==> src/rtl/fm_pack_stage.sv <==
// FP multiplier pack stage: applies special/overflow overrides and builds the IEEE word behind a 2-entry skid buffer.
// Optional sticky exception flags are compiled in when FM_STICKY_FLAGS_EN is defined.
module fm_pack_stage #(
    parameter int WEXP = 8,
    parameter int WSIG = 23
) (
    input  logic                 clk,
    input  logic                 rst_n,
    input  logic                 in_valid,
    output logic                 in_ready,
    input  logic [WSIG-1:0]      roundprod,
    input  logic [WEXP-1:0]      roundexp,
    input  logic                 sign,
    input  logic [1:0]           roundmode,
    input  logic                 inexact,
    input  logic                 overflow,
    input  logic                 stilltiny,
    input  logic                 denormround,
    input  logic [1:0]           specialsel,
    output logic                 out_valid,
    input  logic                 out_ready,
    output logic [WEXP+WSIG:0]   result,
    output logic [3:0]           out_flags,
    input  logic                 flag_clr,
    output logic [3:0]           sticky_flags
);
    localparam int WRES = 1 + WEXP + WSIG;

    typedef enum logic [1:0] {S_EMPTY, S_ONE, S_TWO} state_t;

    state_t          r_state;
    state_t          w_state_nxt;
    logic            r_in_ready;
    logic            r_out_valid;
    logic [WRES-1:0] r_head_res;
    logic [WRES-1:0] r_skid_res;
    logic [3:0]      r_head_flg;
    logic [3:0]      r_skid_flg;
    logic [WRES-1:0] w_pack_res;
    logic [3:0]      w_pack_flg;
    logic            w_ovf_inf;
    logic            w_in_hs;
    logic            w_out_hs;

    assign w_in_hs  = in_valid & r_in_ready;
    assign w_out_hs = r_out_valid & out_ready;

    // Overflow rounds to infinity only when the mode rounds away from zero in the sign's direction.
    assign w_ovf_inf = (roundmode == 2'b00)
                     | ((roundmode == 2'b10) & ~sign)
                     | ((roundmode == 2'b11) & sign);

    always_comb begin
        w_pack_res = {sign, roundexp, roundprod};
        w_pack_flg = {2'b00, (stilltiny | denormround) & inexact, inexact};
        case (specialsel)
            2'b11: begin
                w_pack_res = {1'b0, {WEXP{1'b1}}, 1'b1, {(WSIG-1){1'b0}}};
                w_pack_flg = 4'b1000;
            end
            2'b10: begin
                w_pack_res = {sign, {WEXP{1'b1}}, {WSIG{1'b0}}};
                w_pack_flg = 4'b0000;
            end
            2'b01: begin
                w_pack_res = {sign, {WEXP{1'b0}}, {WSIG{1'b0}}};
                w_pack_flg = 4'b0000;
            end
            default: begin
                if (overflow) begin
                    if (w_ovf_inf)
                        w_pack_res = {sign, {WEXP{1'b1}}, {WSIG{1'b0}}};
                    else
                        w_pack_res = {sign, {{(WEXP-1){1'b1}}, 1'b0}, {WSIG{1'b1}}};
                    w_pack_flg = 4'b0101;
                end
            end
        endcase
    end

    always_comb begin
        w_state_nxt = r_state;
        case (r_state)
            S_EMPTY: begin
                if (w_in_hs)
                    w_state_nxt = S_ONE;
            end
            S_ONE: begin
                if (w_in_hs && !w_out_hs)
                    w_state_nxt = S_TWO;
                else if (!w_in_hs && w_out_hs)
                    w_state_nxt = S_EMPTY;
            end
            S_TWO: begin
                if (w_out_hs)
                    w_state_nxt = S_ONE;
            end
            default: w_state_nxt = S_EMPTY;
        endcase
    end

    // Handshake outputs are registered from the next state so neither depends combinationally on the ports.
    always_ff @(posedge clk or negedge rst_n) begin
        if (!rst_n) begin
            r_state     <= S_EMPTY;
            r_in_ready  <= 1'b1;
            r_out_valid <= 1'b0;
        end else begin
            r_state     <= w_state_nxt;
            r_in_ready  <= (w_state_nxt != S_TWO);
            r_out_valid <= (w_state_nxt != S_EMPTY);
        end
    end

    // Head is the oldest entry; the skid slot only fills while the head is stalled.
    always_ff @(posedge clk or negedge rst_n) begin
        if (!rst_n) begin
            r_head_res <= '0;
            r_head_flg <= '0;
            r_skid_res <= '0;
            r_skid_flg <= '0;
        end else begin
            case (r_state)
                S_EMPTY: begin
                    if (w_in_hs) begin
                        r_head_res <= w_pack_res;
                        r_head_flg <= w_pack_flg;
                    end
                end
                S_ONE: begin
                    if (w_in_hs && w_out_hs) begin
                        r_head_res <= w_pack_res;
                        r_head_flg <= w_pack_flg;
                    end else if (w_in_hs) begin
                        r_skid_res <= w_pack_res;
                        r_skid_flg <= w_pack_flg;
                    end
                end
                S_TWO: begin
                    if (w_out_hs) begin
                        r_head_res <= r_skid_res;
                        r_head_flg <= r_skid_flg;
                    end
                end
                default: ;
            endcase
        end
    end

    assign in_ready  = r_in_ready;
    assign out_valid = r_out_valid;
    assign result    = r_head_res;
    assign out_flags = r_head_flg;

`ifdef FM_STICKY_FLAGS_EN
    logic [3:0] r_sticky;

    always_ff @(posedge clk or negedge rst_n) begin
        if (!rst_n)
            r_sticky <= 4'b0000;
        else if (flag_clr)
            r_sticky <= w_out_hs ? r_head_flg : 4'b0000;
        else if (w_out_hs)
            r_sticky <= r_sticky | r_head_flg;
    end

    assign sticky_flags = r_sticky;
`else
    logic w_unused_flag_clr;

    assign w_unused_flag_clr = flag_clr;
    assign sticky_flags      = 4'b0000;
`endif

endmodule

==> config.mk <==
export PLATFORM = sky130hd
export DESIGN_NAME = fm_pack_stage
export DESIGN_NICKNAME = d
export VERILOG_FILES = /design/src/rtl/fm_pack_stage.sv
export SDC_FILE = /design/constraint.sdc
export NUM_CORES = 1
export LEC_CHECK = 0
export BUFFER_PORTS_ARGS = -buffer_cell sky130_fd_sc_hd__buf_4
export CORE_ASPECT_RATIO = 0.75
export CORE_MARGIN = 2
export CORE_UTILIZATION = 35
export DETAILED_ROUTE_END_ITERATION = 8
export GPL_ROUTABILITY_DRIVEN = 0
export PLACE_DENSITY_LB_ADDON = 0.05
export SLEW_MARGIN = 25
export SYNTH_ARGS = -nofsm -noshare
export SYNTH_HDL_FRONTEND = slang
export SYNTH_SLANG_ARGS = --single-unit
==> constraint.sdc <==
create_clock -name clk -period 1.9 [get_ports clk]
set_input_delay 0.095 -clock clk [delete_from_list [all_inputs] [get_ports clk]]
set_output_delay 0.095 -clock clk [all_outputs]
set_load 0.02 [all_outputs]
# After elaboration in Yosys (flattened, before gate mapping)
# Index checks and enable logic that the tools add are counted.
[word_totals]
register_bits = 76
inputBits = 45
out_inout_bits = 42
elab_cells = 58
[op_classes]
n_eq_ne = 11
muxes = 18
bitwise_logic = 10
reduce_logical = 12
[op_table]
columns = ["op", "count"]
rows = [
  ["$pmux W32 S3", 2],
  ["$mux W32", 3],
  ["$mux W31", 1],
  ["$mux W24", 1],
  ["$mux W4", 3],
  ["$pmux W4 S3", 1],
  ["$eq A2 B2 Y1 const B", 5],
  ["$mux W2", 4],
  ["$ne A2 B2 Y1 const B", 4],
  ["$pmux W4 S2", 1],
  ["$pmux W2 S3", 1],
  ["$and A1 B1 Y1", 5],
  ["$eq A2 B1 Y1 const B", 2],
  ["$logic_not A2 Y1", 2],
  ["$reduce_and A4 Y1", 1],
  ["$logic_and A1 B1 Y1", 3],
  ["$mux W3", 1],
  ["$or A1 B1 Y1", 3],
  ["$reduce_and A3 Y1", 1],
  ["$reduce_bool A3 Y1", 1],
  ["$logic_not A1 Y1", 2],
  ["$not A1 Y1", 2],
  ["$reduce_bool A2 Y1", 1],
  ["$reduce_or A2 Y1", 1],
]

# Longest topological paths before layout
[logic_depth]
word_depth = 9
depth_mapped = 7
ltp_nobuf = 5

# Worst setup path before layout
# OpenSTA, ideal clock, no wires.
[synth_path]
path_type = "register -> register"
start = "register r_in_ready, in the netlist in_ready"
end = "register r_head_res[23], in the netlist result[23]"
setup_ns = 0.125
arrival_ns = 1.514
required_ns = 1.775
path_slack_ns = 0.261
path_stages_with_launch = 4
path_buffers = 0
synth_period_minus_slack_ns = 1.639
path_cell_list = "dfstp_2 nand4_1 o211ai_4 mux2_2"
[synth_between]
elab_chain_cells = 4
elab_cells_between_ends = 5
cone_classes = "eq/ne: 2; bitwise: 1; reduce/logical: 2"
[synth_rtl]
columns = ["element", "line", "source"]
rows = [
  ["start: declaration", "33", "logic r_in_ready;"],
  ["start signal: assignment", "110", "r_in_ready <= (w_state_nxt != S_TWO);"],
  ["$and A1 B1 Y1 (*)", "45", "assign w_in_hs = in_valid & r_in_ready;"],
  ["$logic_and A1 B1 Y1", "131", "if (w_in_hs && w_out_hs) begin"],
  ["$ne A2 B2 Y1 (no source line)", "-", ""],
  ["$reduce_and A4 Y1 (no source line) (*)", "-", ""],
  ["end signal: assignment", "126", "r_head_res <= w_pack_res;"],
  ["end signal: assignment", "132", "r_head_res <= w_pack_res;"],
  ["end signal: assignment", "141", "r_head_res <= r_skid_res;"],
  ["end: declaration", "35", "logic [WRES-1:0] r_head_res;"],
]
# Every way passes the cells marked *; elsewhere a longest branch is shown, timed or not.
# A chain may end at the register's enable or synchronous reset.

# Final worst setup path
[layout_path]
start = "register r_in_ready, in the netlist in_ready"
end = "register r_head_res[18], in the netlist result[18]"
# Same word-level chain as after synthesis.

==> key figures <==
Run status
  – Status: completed

GRT
  – Initial antenna violation count: 0
  – Largest net degree at the start of global routing: 64
  – Global route overflow: 0
  – Vias in the first global route: 2969
  – First-pass GRT wire length: 15.17 mm
  – GRT Total Usage: 0.1753

Synth
  – Post-synthesis area per instance: 8.993 µm²
  – Yosys reg bits: 76
  – Post-synthesis sequential area ratio: 0.5290
  – Cell variety after synth: 42
  – Syn Inst Count: 400
  – Post-Syn Area: 3597 µm²
  – YS warnings: 0
  – Area leader, netlist: dfrtp_1
  – Synth top area cells: dfrtp_1 52%, a21oi_1 7.7%, nand2_1 6.8%
  – Top-area cell type share of the netlist area: 0.5217
  – Commonest register cell after synthesis: dfrtp_1
  – Ys async rst share: 1.000
  – Post-synth EDFFs: 0

Worst setup path
  – Setup crit start kind: flop
  – Top cell by count, worst path: buf_4
  – Worst Path Max Fanout: 9
  – Cell Chain, Critical Path: nand4_1, o211ai_4, buf_4, buf_4, nor2_1, a21oi_1
  – CP required: 2.15 ns
  – Worst Path Arrival: 1.99 ns
  – Setup crit end kind: flop
  – CP max stage cell: dfstp_2
  – Critical Path Max Stage Delay: 0.57 ns
  – Kind of critical path: reg2reg

Place
  – Hpwl dp: 5.847 mm
  – Placed insts: 596
  – # port buffers: 81

Detailed routing
  – Detailed-route via count: 3042
  – Detail Route Antenna Nets: 0
  – WL met1: 4.667 mm
  – DR WL/cell: 15.30 µm
  – DR iter-0 viols: 177
  – Drt pass-1 iters: 4
  – Metal2 WL: 4.236 mm
  – Via density: 4.962
  – DRT Wirelength: 9.378 mm
  – DR DRC count: 0
  – Max layer used: met4
  – WL met3: 427 µm

STA
  – Final period utilization: 0.9143
  – Worst-margin pin slew: 0.5246 ns
  – # setup viols final: 0
  – Pins Over Slew Limit: 0
  – F_max: 0.5756 GHz
  – Worst-case headroom to the max-slew limit: 0.6502
  – Worst Clk Skew: 0.004836 ns
  – Setup TNS: 0 ns
  – RSZ-0062 raised after global routing: false
  – Final Hold Viols: 0
  – Tmin final: 1.737 ns

Clocking
  – Post-CTS setup buffer count: 0
  – Clock latency on the worst-skew pair: 0.33 ns
  – CTS resizes: 0
  – Number of buffers created by CTS: 9
  – Clk pin slew, worst setup/hold paths: 0.06 ns
  – CTS root buffer: clkbuf_16
  – CTS tree: built
  – Clock buffer depth: 2
  – H-tree Lvls: 3
  – CTS sink count: 76

Floorplan
  – Die Span X: 121.1 µm
  – Rows: 32
  – Num ports: 87
  – Die Span Y: 91.80 µm
  – Initial core utilization: 0.3551
  – Core Region: 10130 µm²
  – Die Area: 11110 µm²

Cells and area
  – Nets@finish: 517
  – Area grow syn2layout: 27.79%
  – Share of cells above drive strength 1: 0.2432
  – N_diodes: 0
  – Most frequent cells in the layout: 88 x buf_4, 75 x dfrtp_1, 65 x nand2_1
  – Commonest non-fill, non-tap cell in the layout: buf_4
  – Post-route insts no fill: 613

Power and ir drop
  – Leakage power total: 0.002102 µW
  – Worst VDD drop: 0.0005621 V
  – PD cells: 1574 nW/µm²

Hold path
  – Min-delay worst type: in2reg

Flow run
  – Max-cap viol count: 0
## Yosys cell counts, types with 3 or more instances
cell      number
mux2i_1        7
clkbuf_1      11
o21ai_1       39
o211ai_1       3
nor2_1        42
dfrtp_1       75
o21ai_0       38
a31oi_1        3
o21bai_1       7
buf_6          3
buf_2         11
a21oi_1       55
nand2_1       65
buf_4          9
nand3_1        3
## power by group
group | switching [µW] | internal [µW] | total [µW] | leakage [µW]
Sequential | 418 | 2290 | 2710 | 0.000938
Combinational | 1730 | 1260 | 2990 | 0.00103
Clock | 619 | 917 | 1540 | 0.000131
## final timing paths
kind | start | end | slack, ns | cells after the start
setup / recovery | in_ready | result[18] | 0.16 | 6
hold / removal | roundprod[9] | result[9] | 0.05 | 3
setup reg to reg | in_ready | result[18] | 0.16 | 6
hold reg to reg | r_skid_res[25] | r_skid_res[25] | 0.48 | 2
max in group asynchronous | rst_n | r_skid_res[24] | 1.01 | 3
min in group asynchronous | rst_n | result[17] | 0.29 | 2
## per-layer routing
layer  GRT usage  vias up
li1            -     1516
met1      0.2390     1452
met2      0.2739       70
met3     0.04975        4
met4     0.04651        0
met5           0        -
## timing repair
| action | CTS | global route |
|---|---|---|
| hold buffers | 1 | 0 |
| setup endpoints to repair | 0 | 0 |
| hold endpoints to repair | 36 | 0 |
## worst max-delay path, delay by kind of cell (launching register included)
| kind | cells | cell delay [ns] |
|---|---|---|
| AO/OA/AOI/OAI | 2 | 0.41 |
| AND/OR/NAND/NOR | 2 | 0.27 |
| buffers and inverters | 2 | 0.40 |
| flip-flops | 1 | 0.57 |
## flip-flops by register name (all words and copies together) (netlist names)
name	cells
r_state	2
r_skid_res	32
r_skid_flg	4
in_ready	1
out_valid	1
out_flags	4
result	32
## cell type report
cell class	instances	area [µm²]
Inverter	2	7.507
Timing Repair Buffer	93	750.7
Clock buffer	14	254.0
Tap cell	136	170.2
Sequential cell	76	1903
Clock inverter	2	10.01
Fill cell	1016	5533
Multi-Input combinational cell	290	1501
## metrics by stage
step / total power, µW / instance area, µm² / hold WS [ns] / utilization / worst slack (ns)
after floorplan: 4583 / 3608 / -0.2006 / - / 0.2610
after CTS: 7353 / 4597 / 0.02789 / 0.4538 / 0.1507
after global placement: 5705 / 4323 / 0.1188 / 0.4268 / 0.2052
after detailed placement: 5758 / 4323 / 0.1197 / 0.4268 / 0.1759
final: 7235 / 4597 / 0.04682 / 0.4538 / 0.1628
after global routing: 7760 / 4597 / 0.03516 / 0.4538 / 0.04235
## cells by family after synthesis
kind of cell | after synthesis | synth area share
AO/OA/AOI/OAI | 155 | 0.2421
other | 1 | 0.001042
AND/OR/NAND/NOR | 123 | 0.1471
buffers and inverters | 37 | 0.05808
flip-flops | 76 | 0.5290
multiplexers | 8 | 0.02261
(Power assumes the default switching activity.)
